--- src/rtl/gate_pkg.sv ---
`default_nettype none
// ============================================================================
// Module   : gate_pkg
// Brief    : Op encoding and per-bit evaluation shared by the gate blocks.
// Revision : 1.0
// ============================================================================
package gate_pkg;

    localparam int unsigned c_GATE_OP_W = 3;

    typedef enum logic [c_GATE_OP_W-1:0] {
        c_OP_AND   = 3'd0,
        c_OP_OR    = 3'd1,
        c_OP_NAND  = 3'd2,
        c_OP_NOR   = 3'd3,
        c_OP_XOR   = 3'd4,
        c_OP_XNOR  = 3'd5,
        c_OP_NOT_A = 3'd6,
        c_OP_BUF_A = 3'd7
    } gate_op_e;

    // Single-bit evaluation; wider blocks replicate it per bit, so it fits any width.
    function automatic logic gate_eval_bit(input logic a, input logic b, input gate_op_e op);
        logic r;
        r = 1'b0;
        case (op)
            c_OP_AND:   r = a & b;
            c_OP_OR:    r = a | b;
            c_OP_NAND:  r = ~(a & b);
            c_OP_NOR:   r = ~(a | b);
            c_OP_XOR:   r = a ^ b;
            c_OP_XNOR:  r = ~(a ^ b);
            c_OP_NOT_A: r = ~a;
            c_OP_BUF_A: r = a;
            default:    r = 1'b0;
        endcase
        return r;
    endfunction

endpackage
`default_nettype wire

--- src/rtl/gate_alu.sv ---
`default_nettype none
// ============================================================================
// Module   : gate_alu
// Brief    : Combinational WIDTH-bit bitwise gate function selected by op.
// Revision : 1.0
// ============================================================================
module gate_alu
    import gate_pkg::*;
#(
    parameter int WIDTH = 8
) (
    input  logic [WIDTH-1:0] a,
    input  logic [WIDTH-1:0] b,
    input  gate_op_e         op,
    output logic [WIDTH-1:0] y
);

    for (genvar g = 0; g < WIDTH; g++) begin : g_bit
        assign y[g] = gate_eval_bit(a[g], b[g], op);
    end

endmodule
`default_nettype wire

--- src/rtl/gate_array_pipe.sv ---
`default_nettype none
// ============================================================================
// Module   : gate_array_pipe
// Brief    : Pipelined bitwise gate array with valid/ready and txn counter.
// Revision : 1.0
// ============================================================================
module gate_array_pipe
    import gate_pkg::*;
#(
    parameter int WIDTH = 8,
    parameter int PIPE  = 2,
    parameter int CNT_W = 16
) (
    input  logic             clk,
    input  logic             rst_n,
    input  logic             in_valid,
    output logic             in_ready,
    input  logic [WIDTH-1:0] a,
    input  logic [WIDTH-1:0] b,
    input  logic [2:0]       op,
    output logic             out_valid,
    input  logic             out_ready,
    output logic [WIDTH-1:0] y,
    output logic [CNT_W-1:0] txn_count
);

    logic [WIDTH-1:0] w_alu_y;
    logic             w_advance;
    logic [WIDTH-1:0] r_data  [PIPE];
    logic             r_valid [PIPE];
    logic [CNT_W-1:0] r_txn_count;

    gate_alu #(
        .WIDTH (WIDTH)
    ) u_alu (
        .a  (a),
        .b  (b),
        .op (gate_op_e'(op)),
        .y  (w_alu_y)
    );

    // Global stall: the whole chain moves together whenever the output slot can move.
    assign w_advance = !r_valid[PIPE-1] || out_ready;

    for (genvar g = 0; g < PIPE; g++) begin : g_stage
        if (g == 0) begin : g_first
            always_ff @(posedge clk or negedge rst_n) begin
                if (!rst_n) begin
                    r_data[g]  <= '0;
                    r_valid[g] <= 1'b0;
                end else if (w_advance) begin
                    r_data[g]  <= w_alu_y;
                    r_valid[g] <= in_valid;
                end
            end
        end else begin : g_rest
            always_ff @(posedge clk or negedge rst_n) begin
                if (!rst_n) begin
                    r_data[g]  <= '0;
                    r_valid[g] <= 1'b0;
                end else if (w_advance) begin
                    r_data[g]  <= r_data[g-1];
                    r_valid[g] <= r_valid[g-1];
                end
            end
        end
    end

    always_ff @(posedge clk or negedge rst_n) begin
        if (!rst_n) begin
            r_txn_count <= '0;
        end else if (in_valid && w_advance) begin
            r_txn_count <= r_txn_count + CNT_W'(1);
        end
    end

    assign in_ready  = w_advance;
    assign out_valid = r_valid[PIPE-1];
    assign y         = r_data[PIPE-1];
    assign txn_count = r_txn_count;

endmodule
`default_nettype wire
--- config.mk ---
export PLATFORM = sky130hd
export DESIGN_NAME = gate_array_pipe
export DESIGN_NICKNAME = d
export VERILOG_FILES = /design/src/rtl/gate_pkg.sv /design/src/rtl/gate_alu.sv /design/src/rtl/gate_array_pipe.sv
export SDC_FILE = /design/constraint.sdc
export NUM_CORES = 1
export LEC_CHECK = 0
export CORE_AREA = 2 2 77 79
export DETAILED_ROUTE_END_ITERATION = 8
export DIE_AREA = 0 0 79 81
export HOLD_SLACK_MARGIN = 0.1
export SYNTH_ARGS = -nofsm -noshare
export SYNTH_HDL_FRONTEND = slang
export SYNTH_SLANG_ARGS = --single-unit
--- constraint.sdc ---
create_clock -name clk -period 1.9 [get_ports clk]
set_input_delay 0.475 -clock clk [delete_from_list [all_inputs] [get_ports clk]]
set_output_delay 0.475 -clock clk [all_outputs]
set_load 0.05 [all_outputs]
-- After elaboration in Yosys (flattened, before gate mapping)
Index checks and enable logic that the tools add are counted.
- register bits: 34
- input bits: 23
- output and inout port bits: 26
- logic and storage cells: 81
- $add $sub $neg: 1
- eq/ne operators: 7
- multiplexer cells: 8
- bitwise logic cells: 56
- reductions and logical operators: 4
- operators with widths (kind ; number):
    case mux 1 bit (8 select lines) ; 8
    inverter 1 bit ; 32
    adder 16 x 1 -> 16 bit, second input constant ; 1
    == test 3 bit, second input constant ; 4
    AND 1 bit ; 8
    bitwise OR 1 bit ; 8
    XOR 1 bit ; 8
    == test 3 x 2 -> 1 bit, second input constant ; 2
    == test 3 x 1 -> 1 bit, second input constant ; 1
    zero test 3 bit ; 1
    logical AND 1 bit ; 1
    zero test 1 bit ; 1
    logical OR 1 bit ; 1

-- Depth between registers and ports, before layout
Gate-level depths: netlist (run 1).
- depth after elaboration: 3
- depth in mapped cells: 6
- mapped depth without buffers: 6

-- Hierarchy
From an unflattened synthesis (run 1), not the netlist that was laid out.
- cells, all modules: 250
- area, all modules: 2247.2 µm²
- by module, submodules not included (module ; times used ; cells an instance ; area each (µm²) ; seq. area each (µm²)):
    gate_array_pipe ; 1 ; 139 ; 1447.6 ; 850.8
    gate_alu ; 1 ; 111 ; 799.5 ; 0.0

-- Worst setup path after synthesis (run 1)
No wires, ideal clock.
- path type: register to output
- start: register r_valid, in the netlist out_valid
- end: output port in_ready
- arrival time: 1.566 ns
- required time: 1.425 ns
- slack: -0.141 ns
- stages on the path, launching flop included: 4
- path buffers: 1
- path through: dfrtp_1 > nor2b_2 > inv_1 > clkbuf_1
- word-level cells in the longest chain between the ends: 2
- RTL lines (element ; RTL line ; source):
    from (decl) ; gate_array_pipe.sv:30 ; logic r_valid [PIPE];
    from (signal, indexed assignment) ; gate_array_pipe.sv:63 ; r_valid[g] <= r_valid[g-1];
    zero test 1 bit ; gate_array_pipe.sv:43 ; assign w_advance = !r_valid[PIPE-1] || out_ready;
    logical OR 1 bit ; gate_array_pipe.sv:43 ;
    to (decl) ; gate_array_pipe.sv:17 ; output logic in_ready,
Every way passes these cells.

-- Worst setup path in the final report (run 1)
- start: input port out_ready
- end: output port in_ready
- word-level cells in the longest chain between the ends: 1
- RTL lines (element ; RTL line ; source):
    from (decl) ; gate_array_pipe.sv:22 ; input logic out_ready,
    logical OR 1 bit ; gate_array_pipe.sv:43 ;
Every way passes these cells.

==> impl_metrics.env, run 1 <==
export IMPL_ctsHoldBuffers=0
export IMPL_report_final_setup_viol=0
export IMPL_antenna_diode_count=0
export IMPL_status="completed"
export IMPL_first_pass_grt_wire_length_mm=7.017
export IMPL_finalCritPeriodShare=0.9661
export IMPL_cts_root_buf="clkbuf_8"
export IMPL_mappedNetlistNets=272
export IMPL_holdWs_ps=470.7
export IMPL_postSynthCellCount=232
export IMPL_drt_antenna_violating_nets=0
export IMPL_post_syn_area_mm2=0.002151
export IMPL_timing_critical_path_fanout_max=6
export IMPL_total_power_mw=2.553
export IMPL_clk_pin_slew_ps=70
export IMPL_layout_cells_sized_above_1=0.2116
export IMPL_finalHoldViolCount=0
export IMPL_detail_route_first_pass_iterations=4
export IMPL_leakage_power_figure_nw=1.403
export IMPL_pwr_density_cell_mw_per_mm2=901.2
export IMPL_io_pins=49
export IMPL_share_of_synthesized_area_occupied_by_flip_flops_and_latches=0.3956
export IMPL_avgViaCountPerCell=4.764
export IMPL_critical_path_endpoint_type="output port"
export IMPL_yosysTopAreaCell="dfrtp_1"
export IMPL_cts_setup_buffers=0
export IMPL_globalRoute_totalOverflow=0
export IMPL_cts_inserted_buffers=5
export IMPL_dp_final_hpwl_mm=3.159
export IMPL_synthSimpleGateAreaFrac=0.1943
export IMPL_num_rows=28
export IMPL_fp_dieH_um=81
export IMPL_drc_errors=0
export IMPL_cp_required_ps=1420
export IMPL_synth_top_cell_area_share=0.3956
export IMPL_regToRegSetupSlack_ps=390
export IMPL_cts_resized_gates=1
export IMPL_main_combinational_cell_family_by_area_after_synthesis="simple AND/OR/NAND/NOR gates"
export IMPL_rsz_0062_raised_after_global_routing="no"
export IMPL_final_min_clock_period_ps=1836
export IMPL_placed_cells=360
export IMPL_floorplan_initialDensity=0.3790
export IMPL_slowest_delay_ps=410
export IMPL_synth_distinct_cells=36
export IMPL_clock_skew_ps=3.568
export IMPL_max_cap_violations=0
export IMPL_timing_critical_path_buf_inv=3
export IMPL_finalWeightedCongestion=0.7335
export IMPL_layoutNonFillerInstCount=368
export IMPL_worst_hold_path_type="reg2reg"
export IMPL_postRouteWirelength_mm=4.011
export IMPL_report_final_slew_viol_count=0
export IMPL_grt_max_degree=40
export IMPL_source_to_sink_clock_delay_at_the_later_pin_of_the_worst_skew_pair_ps=280
export IMPL_crit_path_cells="clkdlybuf4s50_1 > nor2b_2 > inv_2 > buf_4"
export IMPL_max_clock_path_buffers=2
export IMPL_fmax_mhz=544.8
export IMPL_cp_arrival_ps=1360
export IMPL_vias_in_the_first_global_route=1577
export IMPL_core_area_mm2=0.005675
export IMPL_areaGrowthSynthToFinish_pct=31.70
export IMPL_yosys_register_bits=34
export IMPL_layout_commonest_cell="buf_4"
export IMPL_synth_warning_count=0
export IMPL_synth_mux_area_frac=0.005236
export IMPL_tns_ps=0
export IMPL_yosys_area_share_xor_xnor=0.06108
export IMPL_io_buffers=48
export IMPL_detailedRoute_firstIterationViolations=48
export IMPL_die_width_um=79
export IMPL_slowest_stage_cell_crit_path="clkdlybuf4s50_1"
export IMPL_cts_htree_levels=2
export IMPL_synth_compound_area_share=0.1652
export IMPL_critical_path_class="in2out"
export IMPL_num_vias=1753
export IMPL_power_ir_vdd_worst_mv=0.4998
export IMPL_wl_per_cell_um=10.90
export IMPL_num_nets_final=332
export IMPL_final_cell_mix="buf_4 (48), dfrtp_1 (34), nand2_1 (31)"
export IMPL_numClockSinks=34
export IMPL_top_cells_by_area_synth="dfrtp_1 (40%), ha_1 (9.9%), nand2_1 (5.4%), a211oi_1 (4.9%), xnor2_1 (4.5%)"
export IMPL_critical_path_top_delay_family="buffers and inverters"
export IMPL_die_area_mm2=0.006399
export IMPL_antenna_found_initial=0
export IMPL_start_kind="primary input"
export IMPL_grtUsageTotal=0.1372
export IMPL_mapped_avg_cell_area_um2=9.271
export IMPL_maxSlewHeadroom=0.6736
export IMPL_tritoncts="yes"
export IMPL_synth_fa_ha_area_frac=0.09889
export IMPL_worst_slew_pin_transition_ps=487.8
worst paths after layout:
| kind | depth (start not counted) | endpoint | from |
|---|---|---|---|
| max | 4 | in_ready | out_ready |
| min | 2 | y[4] | y[4] |
| max reg2reg | 6 | txn_count[14] | out_valid |
| min reg2reg | 2 | y[4] | y[4] |
| max in group asynchronous | 2 | txn_count[1] | rst_n |
| min in group asynchronous | 2 | y[6] | rst_n |
routing by layer:
metal / vias up / share of wire / global-route usage / wire (µm)
met4: 0 / 0.0062 / 0.04655 / 25
met2: 39 / 0.48 / 0.2373 / 1906
met5: - / 0 / 0 / 0
li1: 918 / - / - / -
met3: 2 / 0.047 / 0.03444 / 190
met1: 794 / 0.47 / 0.1674 / 1888
synthesized netlist by cell type (all sizes together):
cell and count:
buf 13, nand3 6, a211oi 14, a21o 7
nand4b 1, nand4 5, nor2 17, ha 17
nor4 1, o21ai 7, o21a 1, nor3 1
dfrtp 34, nor2b 9, and2 3, xor2 4
mux2 1, nand2b 3, nor4b 1, clkbuf 5
inv 18, or3 1, a31oi 1, o2111ai 1
xnor2 11, a22o 1, nor4bb 1, o22a 1
and4 1, nand2 32, o31ai 7, a221o 7
through the flow:
stage	instance area [µm²]	worst slack, ps	utilization
6_report	2833	64.37	0.4991
3_3_place_gp	2741	-118.7	0.4830
2_1_floorplan	2152	72.82	-
4_1_cts	2833	45.41	0.4991
3_5_place_dp	2741	-138.6	0.4830
5_1_grt	2833	14.44	0.4991
state kept, by name, indices dropped and copies added, names as in the netlist:
name / cells
r_valid: 1
out_valid: 1
y: 8
txn_count: 16
r_data: 8
kinds of logic after synthesis:
family                   after synthesis
AO/OA/AOI/OAI                         47
XOR/XNOR                              15
adder cells (fa/ha/maj)               17
buffers and inverters                 36
flip-flops                            34
multiplexers                           1
AND/OR/NAND/NOR                       82
where the power goes:
group	internal [mW]	switching (mW)	total, mW	leakage [nW]
combinational	0.386	0.642	1.03	0.923
sequential	0.862	0.129	0.991	0.432
clock	0.292	0.242	0.534	0.0482
worst register-to-register path, stage by stage (launching register included):
cell,delay (ps)
dfrtp_1,370
nor2b_2,170
buf_4,160
nor4b_4,320
buf_4,170
nand3_1,80
xnor2_1,140
final cells by class:
class                           count  area (µm²)
Tap cell                           75       93.84
Clock buffer                        7       86.33
Fill cell                         571        2843
Timing Repair Buffer               71       600.6
Clock inverter                      1       5.005
Inverter                           18       67.56
Multi-Input combinational cell    162        1129
Sequential cell                    34       850.8
(Power assumes the default switching activity.)
==> run 2: changes to the inputs <==
--- a/config.mk
+++ b/config.mk
@@ -5,6 +5,7 @@
 export SDC_FILE = /design/constraint.sdc
 export NUM_CORES = 1
 export LEC_CHECK = 0
+export ABC_CLOCK_PERIOD_IN_PS = 1900
 export CORE_AREA = 2 2 77 79
 export DETAILED_ROUTE_END_ITERATION = 8
 export DIE_AREA = 0 0 79 81
==> results of run 2 <==
No change in the layout: final DEF, timing and power equal those of run 1.
==> run 3: changes to the inputs <==
--- a/config.mk
+++ b/config.mk
@@ -5,11 +5,16 @@
 export SDC_FILE = /design/constraint.sdc
 export NUM_CORES = 1
 export LEC_CHECK = 0
+export ABC_AREA = 1
 export ABC_CLOCK_PERIOD_IN_PS = 1900
-export CORE_AREA = 2 2 77 79
+export CELL_PAD_IN_SITES_DETAIL_PLACEMENT = 1
+export CELL_PAD_IN_SITES_GLOBAL_PLACEMENT = 1
+export CORE_AREA = 2 2 88 90
 export DETAILED_ROUTE_END_ITERATION = 8
-export DIE_AREA = 0 0 79 81
+export DIE_AREA = 0 0 90 92
 export HOLD_SLACK_MARGIN = 0.1
+export PLACE_DENSITY_LB_ADDON = 0.1
+export SETUP_SLACK_MARGIN = 0.02
 export SYNTH_ARGS = -nofsm -noshare
 export SYNTH_HDL_FRONTEND = slang
 export SYNTH_SLANG_ARGS = --single-unit
==> run 3 against run 2 <==
Clock power shrank 7.7%; worst setup slack gained 20 ps; sequential power is essentially flat; largest power group unchanged.
==> impl_metrics.env, run 3 <==
export IMPL_status="completed"
export IMPL_timing_critical_path_fanout_max=5
export IMPL_wl_per_cell_um=12.61
export IMPL_r2r_end="txn_count[12]"
export IMPL_fp_dieH_um=92
export IMPL_detail_route_first_pass_iterations=4
export IMPL_worst_r2r_cell_count=6
export IMPL_synth_warning_count=0
export IMPL_tns_ps=0
export IMPL_cellInternalPower_mw=1.537
export IMPL_num_nets_final=471
export IMPL_ctsHoldBuffers=0
export IMPL_io_pins=49
export IMPL_mapped_avg_cell_area_um2=7.183
export IMPL_die_area_mm2=0.008280
export IMPL_mappedNetlistNets=418
export IMPL_leading_cell_type_by_number_of_instances_after_synthesis="nand2_1"
export IMPL_pwr_density_cell_mw_per_mm2=793.3
export IMPL_total_power_mw=2.703
export IMPL_synth_top_cell_area_share=0.3134
export IMPL_cts_htree_levels=2
export IMPL_postSynthCellCount=378
export IMPL_core_area_mm2=0.007447
export IMPL_critical_path_class="in2out"
export IMPL_regToRegSetupSlack_ps=360
export IMPL_clock_skew_ps=5.593
export IMPL_share_of_synthesized_area_occupied_by_flip_flops_and_latches=0.3134
export IMPL_max_cap_violations=0
export IMPL_worst_r2r_startpoint="txn_count[1]"
export IMPL_detailedRoute_firstIterationViolations=91
export IMPL_leakage_power_figure_nw=1.889
export IMPL_placement_setup_worst_slack_ps=3.426
export IMPL_report_final_slew_viol_count=0
export IMPL_timing_hold_worst_start="r_valid[1]"
export IMPL_worst_slack_ps=84.06
export IMPL_num_vias=2511
export IMPL_finalHoldViolCount=0
export IMPL_worst_hold_path_type="reg2reg"
export IMPL_yosysTopAreaCell="dfrtp_1"
export IMPL_whs_path_depth=2
export IMPL_p_comb_frac=0.444
export IMPL_post_syn_area_mm2=0.002715
export IMPL_final_min_clock_period_ps=1816
export IMPL_finalWeightedCongestion=0.7887
export IMPL_cp_arrival_ps=1340
export IMPL_maxSlewHeadroom=0.6855
export IMPL_source_to_sink_clock_delay_at_the_later_pin_of_the_worst_skew_pair_ps=280
export IMPL_hold_path_end="out_valid"
export IMPL_top_cells_by_area_synth="dfrtp_1 (31%), nand2_1 (17%), ha_1 (7.8%), inv_1 (6.6%), nand3b_1 (4.7%)"
export IMPL_antenna_diode_count=0
export IMPL_yosys_register_bits=34
export IMPL_drc_errors=0
export IMPL_holdWs_ps=449.8
export IMPL_fmax_mhz=550.7
export IMPL_final_cell_mix="nand2_1 (124), inv_1 (48), buf_4 (41)"
export IMPL_num_rows=32
export IMPL_antenna_found_initial=0
export IMPL_cp_required_ps=1420
export IMPL_postRouteWirelength_mm=6.719
export IMPL_sw_frac_of_total=0.4312
export IMPL_synth_distinct_cells=26
export IMPL_synth_flop_cell="dfrtp_1"
export IMPL_asyncSetResetFlopFracSynth=1.000
export IMPL_clk_pin_slew_ps=60
export IMPL_dp_final_hpwl_mm=5.210
export IMPL_numClockSinks=34
export IMPL_areaGrowthSynthToFinish_pct=25.48
export IMPL_die_width_um=90
export IMPL_netSwitchingPower_mw=1.165
export IMPL_report_final_setup_viol=0
export IMPL_largest_register_ff_count=16
export IMPL_cts_setup_buffers=0
export IMPL_cts_inserted_buffers=5
export IMPL_seqPwrFrac=0.374
export IMPL_post_synth_most_frequent_cells="nand2_1 (124), inv_1 (48), dfrtp_1 (34)"
export IMPL_first_pass_grt_wire_length_mm=11.79
export IMPL_rsz_0062_raised_after_global_routing="no"
export IMPL_worst_slew_pin_transition_ps=471.2
export IMPL_max_clock_path_buffers=2
export IMPL_grtUsageTotal=0.1707
export IMPL_cts_resized_gates=0
export IMPL_floorplan_initialDensity=0.3646
export IMPL_layout_commonest_cell="nand2_1"
export IMPL_vias_in_the_first_global_route=2580
export IMPL_avgViaCountPerCell=4.711
export IMPL_io_buffers=48
export IMPL_tritoncts="yes"
export IMPL_globalRoute_totalOverflow=0
export IMPL_drt_antenna_violating_nets=0
export IMPL_clockPowerShare=0.182
export IMPL_finalCritPeriodShare=0.9558
export IMPL_start_kind="primary input"
export IMPL_synth_edff_count=0
export IMPL_grt_max_degree=35
export IMPL_power_ir_vdd_worst_mv=0.3385
export IMPL_cts_root_buf="clkbuf_8"
export IMPL_layout_cells_sized_above_1=0.1694
export IMPL_critical_path_endpoint_type="output port"
run 3: changes by cell type in the layout (fill, tap and decap cells not counted), moves of 8 or more:
cell | previous run | this run
a211oi_1 | 14 | 0
inv_1 | 17 | 48
nand2_1 | 31 | 124
nand3_1 | 6 | 24
nand3b_1 | 0 | 17
nand4_1 | 5 | 16
nor2_1 | 17 | 32
nor2b_1 | 8 | 0
o21ai_1 | 1 | 10
xnor2_1 | 11 | 3
run 3: cell type report:
type,instances,area [µm²]
Clock buffer,7,76.32
Fill cell,977,4040
Inverter,51,201.4
Multi-Input combinational cell,269,1483
Sequential cell,34,850.8
Tap cell,102,127.6
Timing Repair Buffer,70,668.1
run 3: worst max-delay path: stages:
cell,delay [ps]
clkdlybuf4s50_1,450
inv_1,40
nand2_2,80
buf_4,150
buf_12,140
run 3: how the worst max path moves through the flow:
stage,start,endpoint,slack (ps),cells after the start
final,out_ready,in_ready,80,5
after global routing,out_ready,in_ready,40,5
after CTS,out_ready,in_ready,70,5
after detailed placement,a[1],r_data[9],3,10
after global placement,a[4],r_data[12],5,9
after floorplan,out_valid,in_ready,180,3
run 3: routing by layer:
metal	GRT usage	part of all wire
met1	0.2052	0.45
met2	0.3170	0.51
met3	0.02301	0.030
met4	0.05000	0.013
met5	0	0
run 3: power by group through the flow:
| stage | Combinational, mW | Sequential [mW] | Clock [mW] |
|---|---|---|---|
| after global routing | 1.31 | 1.03 | 0.546 |
| after floorplan | 0.615 | 1.24 | 0 |
| after CTS | 1.22 | 1.01 | 0.514 |
| after detailed placement | 1.21 | 1.02 | 0 |
| final | 1.20 | 1.01 | 0.493 |
| after global placement | 1.20 | 1.02 | 0 |
run 3: cells by family after synthesis:
logic type,share of synthesized area
xor gates and xnor gates,0.03226
and+or+nand+nor,0.4134
adders and majority gates,0.07834
AOI/OAI and AO/OA,0.02212
buffers and inverters,0.1406
DFF,0.3134
run 3: through the flow:
| step | cells | utilization | cell area, µm² |
|---|---|---|---|
| floorplan | 378 | - | 2716 |
| global placement | 526 | 0.4472 | 3331 |
| detailed placement | 526 | 0.4472 | 3331 |
| CTS | 533 | 0.4575 | 3407 |
| global route | 533 | 0.4575 | 3407 |
| finish | 533 | 0.4575 | 3407 |
